--- src/rtl/bram_port_adapter.sv ---
// Request/response front end for one port of a byte-enabled, write-first BRAM.
// Requests drive the BRAM pins combinationally; a tag pipe follows the BRAM's
// read latency and every output word lands in a small response FIFO. A credit
// counter covering in-flight plus queued responses guarantees the FIFO never
// overflows, so no BRAM output is ever dropped.
module bram_port_adapter #(
    parameter int ADDR_WIDTH = 14,
    parameter int DATA_WIDTH = 32,
    parameter int WE_WIDTH   = 4,
    parameter int PIPELINED  = 0,
    parameter int RSP_DEPTH  = 4
) (
    input  logic                  CLK,
    input  logic                  RST,
    input  logic                  req_valid,
    output logic                  req_ready,
    input  logic                  req_write,
    input  logic [ADDR_WIDTH-1:0] req_addr,
    input  logic [DATA_WIDTH-1:0] req_wdata,
    input  logic [WE_WIDTH-1:0]   req_wstrb,
    output logic                  rsp_valid,
    input  logic                  rsp_ready,
    output logic [DATA_WIDTH-1:0] rsp_rdata,
    output logic                  rsp_write,
    output logic                  bram_en,
    output logic [WE_WIDTH-1:0]   bram_we,
    output logic [ADDR_WIDTH-1:0] bram_addr,
    output logic [DATA_WIDTH-1:0] bram_din,
    input  logic [DATA_WIDTH-1:0] bram_dout
);

    localparam int LAT = (PIPELINED != 0) ? 2 : 1;
    localparam int PW  = $clog2(RSP_DEPTH);
    localparam int CW  = PW + 1;

    logic                  accept;
    logic                  pop;
    logic                  push;
    logic [CW-1:0]         cnt_reg;
    logic [CW-1:0]         cnt_next;
    logic                  tag_valid_reg [LAT];
    logic                  tag_write_reg [LAT];
    logic [DATA_WIDTH-1:0] fifo_data_reg [RSP_DEPTH];
    logic                  fifo_write_reg [RSP_DEPTH];
    logic [PW:0]           wr_ptr_reg;
    logic [PW:0]           rd_ptr_reg;
    logic                  fifo_empty;
    logic                  fifo_full;

    // Handshakes; ready depends only on reset and the credit count.
    assign req_ready = !RST && (cnt_reg < CW'(RSP_DEPTH));
    assign accept    = req_valid && req_ready;
    assign pop       = rsp_valid && rsp_ready;
    assign push      = tag_valid_reg[LAT-1];

    // BRAM pins follow the request directly; writes only happen on accept.
    assign bram_en   = accept;
    assign bram_we   = (accept && req_write) ? req_wstrb : '0;
    assign bram_addr = req_addr;
    assign bram_din  = req_wdata;

    // Extra pointer bit distinguishes full from empty when indices match.
    assign fifo_empty = (wr_ptr_reg == rd_ptr_reg);
    assign fifo_full  = (wr_ptr_reg[PW] != rd_ptr_reg[PW]) &&
                        (wr_ptr_reg[PW-1:0] == rd_ptr_reg[PW-1:0]);

    assign rsp_valid = !RST && !fifo_empty;
    assign rsp_rdata = fifo_data_reg[rd_ptr_reg[PW-1:0]];
    assign rsp_write = fifo_write_reg[rd_ptr_reg[PW-1:0]];

    // Credit update: accept takes a credit, pop returns one, both cancel.
    always_comb begin
        cnt_next = cnt_reg;
        if (accept && !pop) begin
            cnt_next = cnt_reg + CW'(1);
        end else if (!accept && pop) begin
            cnt_next = cnt_reg - CW'(1);
        end
    end

    // Credit counter register.
    always_ff @(posedge CLK) begin
        if (RST) begin
            cnt_reg <= '0;
        end else begin
            cnt_reg <= cnt_next;
        end
    end

    // First tag stage captures the accepted request's kind.
    always_ff @(posedge CLK) begin
        if (RST) begin
            tag_valid_reg[0] <= 1'b0;
            tag_write_reg[0] <= 1'b0;
        end else begin
            tag_valid_reg[0] <= accept;
            tag_write_reg[0] <= req_write;
        end
    end

    // Remaining tag stages track the BRAM output register pipeline.
    for (genvar gi = 1; gi < LAT; gi++) begin : g_tag
        always_ff @(posedge CLK) begin
            if (RST) begin
                tag_valid_reg[gi] <= 1'b0;
                tag_write_reg[gi] <= 1'b0;
            end else begin
                tag_valid_reg[gi] <= tag_valid_reg[gi-1];
                tag_write_reg[gi] <= tag_write_reg[gi-1];
            end
        end
    end

    // FIFO storage: capture the BRAM word when its tag reaches the last stage.
    always_ff @(posedge CLK) begin
        if (push && !RST) begin
            fifo_data_reg[wr_ptr_reg[PW-1:0]]  <= bram_dout;
            fifo_write_reg[wr_ptr_reg[PW-1:0]] <= tag_write_reg[LAT-1];
        end
    end

    // FIFO pointers; push and pop proceed independently.
    always_ff @(posedge CLK) begin
        if (RST) begin
            wr_ptr_reg <= '0;
            rd_ptr_reg <= '0;
        end else begin
            if (push) begin
                wr_ptr_reg <= wr_ptr_reg + 1'b1;
            end
            if (pop) begin
                rd_ptr_reg <= rd_ptr_reg + 1'b1;
            end
        end
    end

`ifndef SYNTHESIS
    // The credit scheme must make a push into a full FIFO impossible.
    a_no_overflow: assert property (@(posedge CLK) disable iff (RST) push |-> !fifo_full);
`endif

endmodule

--- config.mk ---
export PLATFORM = sky130hd
export DESIGN_NAME = bram_port_adapter
export DESIGN_NICKNAME = d
export VERILOG_FILES = /design/src/rtl/bram_port_adapter.sv
export SDC_FILE = /design/constraint.sdc
export NUM_CORES = 1
export LEC_CHECK = 0
export CAP_MARGIN = 0
export CORE_MARGIN = 3
export CORE_UTILIZATION = 49
export CTS_BUF_LIST = sky130_fd_sc_hd__clkbuf_2 sky130_fd_sc_hd__clkbuf_4 sky130_fd_sc_hd__clkbuf_8
export DETAILED_ROUTE_END_ITERATION = 6
export PLACE_DENSITY_LB_ADDON = 0.1
export SLEW_MARGIN = 40
export SYNTH_ARGS = -nofsm -noshare
export SYNTH_HDL_FRONTEND = slang
export SYNTH_SLANG_ARGS = --single-unit
--- constraint.sdc ---
create_clock -name CLK -period 2.6 [get_ports CLK]
set_input_delay 0.65 -clock CLK [delete_from_list [all_inputs] [get_ports CLK]]
set_output_delay 0.65 -clock CLK [all_outputs]
set_load 0.01 [all_outputs]
==> results.toml <==
[run_status]
status = "completed"

[synthesis]
muxShareOfSynthArea_pct = 13.1
synth_cells = 300
syn_area_sq_um = 5830
synth_compound_area_share_pct = 1.20
ys_seq_elements = 145
synth_fa_ha_area_share_pct = 1.63
combinational_family_with_the_most_area_after_synthesis = "multiplexers"
post_synth.cell_area_avg_sq_um = 19.4
ys_seq_area_share_pct = 72.4
synth_top_flop_cell = "sky130_fd_sc_hd__edfxtp_1"
synth-async-reset-ratio_pct = 0
synth_simple_gate_area_share_pct = 3.17
synthXorXnorAreaFrac_pct = 1.50
yosysWarningCount = 0
synth_cell_types = 33
postSynthNetCount = 394
synth_edf_count = 132

[cells_and_area]
post_route_cells_drive_above_1_share_pct = 23.1
insertedDiodeCount = 0
largest_register_ff_count = 128
mostFrequentLayoutCell = "sky130_fd_sc_hd__edfxtp_1"
layout.nets = 458
layout-area-overhead-vs-synth_pct = 19.9
layout_common_cells = "sky130_fd_sc_hd__edfxtp_1, sky130_fd_sc_hd__clkdlybuf4s50_1, sky130_fd_sc_hd__dlygate4sd2_1"

[grt]
globalRouteOverflowTotal = 0
antenna_violations_before_repair = 0
grt_usage_pct = 16.6
grt_pass1_wl_um = 16200
grt_max_degree = 22
number_of_global_route_vias_before_repair = 3060

[pwr]
pwr-share-clk_pct = 30.5
vdd_drop_max_mv = 0.336
net_sw_power_w = 0.00126
total_design_power_w = 0.00528
comb_power_share_pct = 18.8
p_sw_share_pct = 23.8
power.density_nw_per_um2 = 755
p_int_w = 0.00402
leakagePower_nw = 2.39
power_frac_seq_pct = 50.7

[worst_setup_path]
worst_ep_required_time_ns = 1.95
critical_path.slowest_cell = "sky130_fd_sc_hd__mux4_2"
setup.worst_path.end_class = "output pin"
worst-setup-path-type = "flop to output pin"
timing.rr.end = "cnt_reg[2]"
r2r.worst_path.cells = 8
timing.critical_path.slowest_cell_delay_ns = 0.53
regToRegStartpoint = "wr_ptr_reg[1]"
reg2reg_slack_ns = 0.32
crit_path_cell_trace = "buf_12 > mux4_2 > dlygate4sd2_1"
startpoint_type = "flop"
worst_setup_path_endpoint = "rsp_rdata[31]"
timing.critical_path.fanout_max = 18
arrival_ns = 1.86

[sta]
worst_clock_skew_ns = 0.00892
setup_total_negative_slack_ns = 0
final_hold_viols = 0
timing.hold.ws_ns = 0.495
worst-slew-pin-transition_ns = 0.401
achievable_freq_mhz = 399
finalSetupViolations = 0
setup_repair_after_global_routing_missed_its_margin = "no"
timing_max_transition_violations_final = 0
period_minus_slack_ns = 2.51
final_min_period_over_clock_period_pct = 96.4
timing.slew.headroom_pct = 73.1

[floorplan]
io_pins = 173
die-area_sq_um = 13200
floorplan.initialDensity_pct = 50.7
floorplan.rows = 39
die_h_um = 115
dieWidth_um = 115
coreArea_sq_um = 11500

[clock_tree]
clock_tree_from_tritoncts = "done"
cts.path.max_buffers = 2
clk_latency_ns = 0.43
cts_max_level = 4
cts.repair_timing.setup_buffer_count = 0
cts_resized = 41
cts_made_buffers = 17
clkSinkCount = 145
holdBufCountCts = 0
clkSlewWorstSetupHoldPaths_ns = 0.07
cts_root_buf = "sky130_fd_sc_hd__clkbuf_8"

[placed_design]
buffers_added_on_ports = 80
hpwlAfterDp_um = 6730
routabilityCongestion = 0.743

[drt]
vias = 2840
dr.first_iter.drc_count = 132
remaining_routing_drc_violations = 0
antenna_violating_nets_post_route = 0
post_drt_via_cell_ratio = 5.46
drt_pre_antenna_iters = 4
drt-wirelength-per-cell_um = 19.9
wl_um = 10400

[job]
drv.max_cap_violation_count = 0

[worst_hold_path]
hold_path.startpoint = "tag_write_reg[0]"
hp-class = "flop to flop"
[critical path: cells and delay by family (launching register included)]
| kind | cells | cell delay, ns |
|---|---|---|
| multiplexers | 1 | 0.53 |
| buffers and inverters | 2 | 0.52 |
| flip-flops | 1 | 0.38 |
[worst min-delay path by stage]
| stage | slack, ns | endpoint | cells after the start |
|---|---|---|---|
| floorplan | 0.44 | fifo_write_reg[0] | 0 |
| global placement | 0.46 | fifo_write_reg[2] | 0 |
| detailed placement | 0.49 | fifo_write_reg[1] | 0 |
| CTS | 0.50 | fifo_write_reg[3] | 0 |
| global route | 0.53 | fifo_write_reg[0] | 0 |
| finish | 0.49 | fifo_write_reg[0] | 0 |
[per-layer routing]
| metal | vias to the layer above | part of all wire [%] | global-route usage, % |
|---|---|---|---|
| li1 | 1264 | - | - |
| met1 | 1440 | 41 | 19.6 |
| met2 | 92 | 50 | 27.4 |
| met3 | 44 | 6.1 | 5.74 |
| met4 | 0 | 2.8 | 7.90 |
| met5 | - | 0 | 0 |
[cell type report]
| class | instances | area, sq um |
|---|---|---|
| Inverter | 4 | 15.0 |
| Timing Repair Buffer | 101 | 997 |
| Clock inverter | 14 | 121 |
| Sequential cell | 145 | 4230 |
| Multi-Input combinational cell | 95 | 1210 |
| Tap cell | 143 | 179 |
| Fill cell | 890 | 4520 |
| Clock buffer | 18 | 241 |
[logic make-up after synthesis]
group,Yosys count
buffers and inverters,60
DFF,145
adders and majority gates,7
AOI/OAI and AO/OA,11
and+or+nand+nor,32
muxes,35
xor gates and xnor gates,10
[Yosys cell counts, types with 2 or more instances]
| library cell | number | area [sq um] |
|---|---|---|
| sky130_fd_sc_hd__xnor2_1 | 4 | 35.0 |
| sky130_fd_sc_hd__a21oi_1 | 3 | 15.0 |
| sky130_fd_sc_hd__o21ai_0 | 3 | 15.0 |
| sky130_fd_sc_hd__buf_2 | 4 | 20.0 |
| sky130_fd_sc_hd__inv_1 | 4 | 15.0 |
| sky130_fd_sc_hd__and2_1 | 6 | 37.5 |
| sky130_fd_sc_hd__nand4_1 | 2 | 12.5 |
| sky130_fd_sc_hd__ha_1 | 6 | 75.1 |
| sky130_fd_sc_hd__nor2_1 | 7 | 26.3 |
| sky130_fd_sc_hd__clkbuf_1 | 4 | 15.0 |
| sky130_fd_sc_hd__nor2b_1 | 3 | 18.8 |
| sky130_fd_sc_hd__and3_1 | 4 | 25.0 |
| sky130_fd_sc_hd__mux4_2 | 33 | 743 |
| sky130_fd_sc_hd__xor2_1 | 6 | 52.6 |
| sky130_fd_sc_hd__edfxtp_1 | 132 | 3960 |
| sky130_fd_sc_hd__nand3_1 | 3 | 15.0 |
| sky130_fd_sc_hd__dfxtp_1 | 13 | 260 |
| sky130_fd_sc_hd__buf_4 | 47 | 353 |
| sky130_fd_sc_hd__mux2i_1 | 2 | 20.0 |
[stage by stage]
stage | cells | util (%) | instance area [sq um] | setup WS, ns
6_report | 520 | 60.7 | 6990 | 0.0936
5_1_grt | 520 | 60.7 | 6990 | 0.0102
4_1_cts | 520 | 60.7 | 6990 | 0.0406
3_5_place_dp | 488 | 57.9 | 6670 | -0.213
3_3_place_gp | 488 | 57.9 | 6670 | -0.166
2_1_floorplan | 300 | - | 5830 | 0.195
[power groups by stage]
stage	Sequential (W)	Clock (W)	Combinational (W)
global route	0.00268	0.00177	0.00108
global placement	0.00272	0	0.00110
floorplan	0.00271	0	0.000654
finish	0.00268	0.00161	0.000994
detailed placement	0.00273	0	0.00111
CTS	0.00268	0.00167	0.00102
No activity file was read; power rests on OpenSTA's default activity.
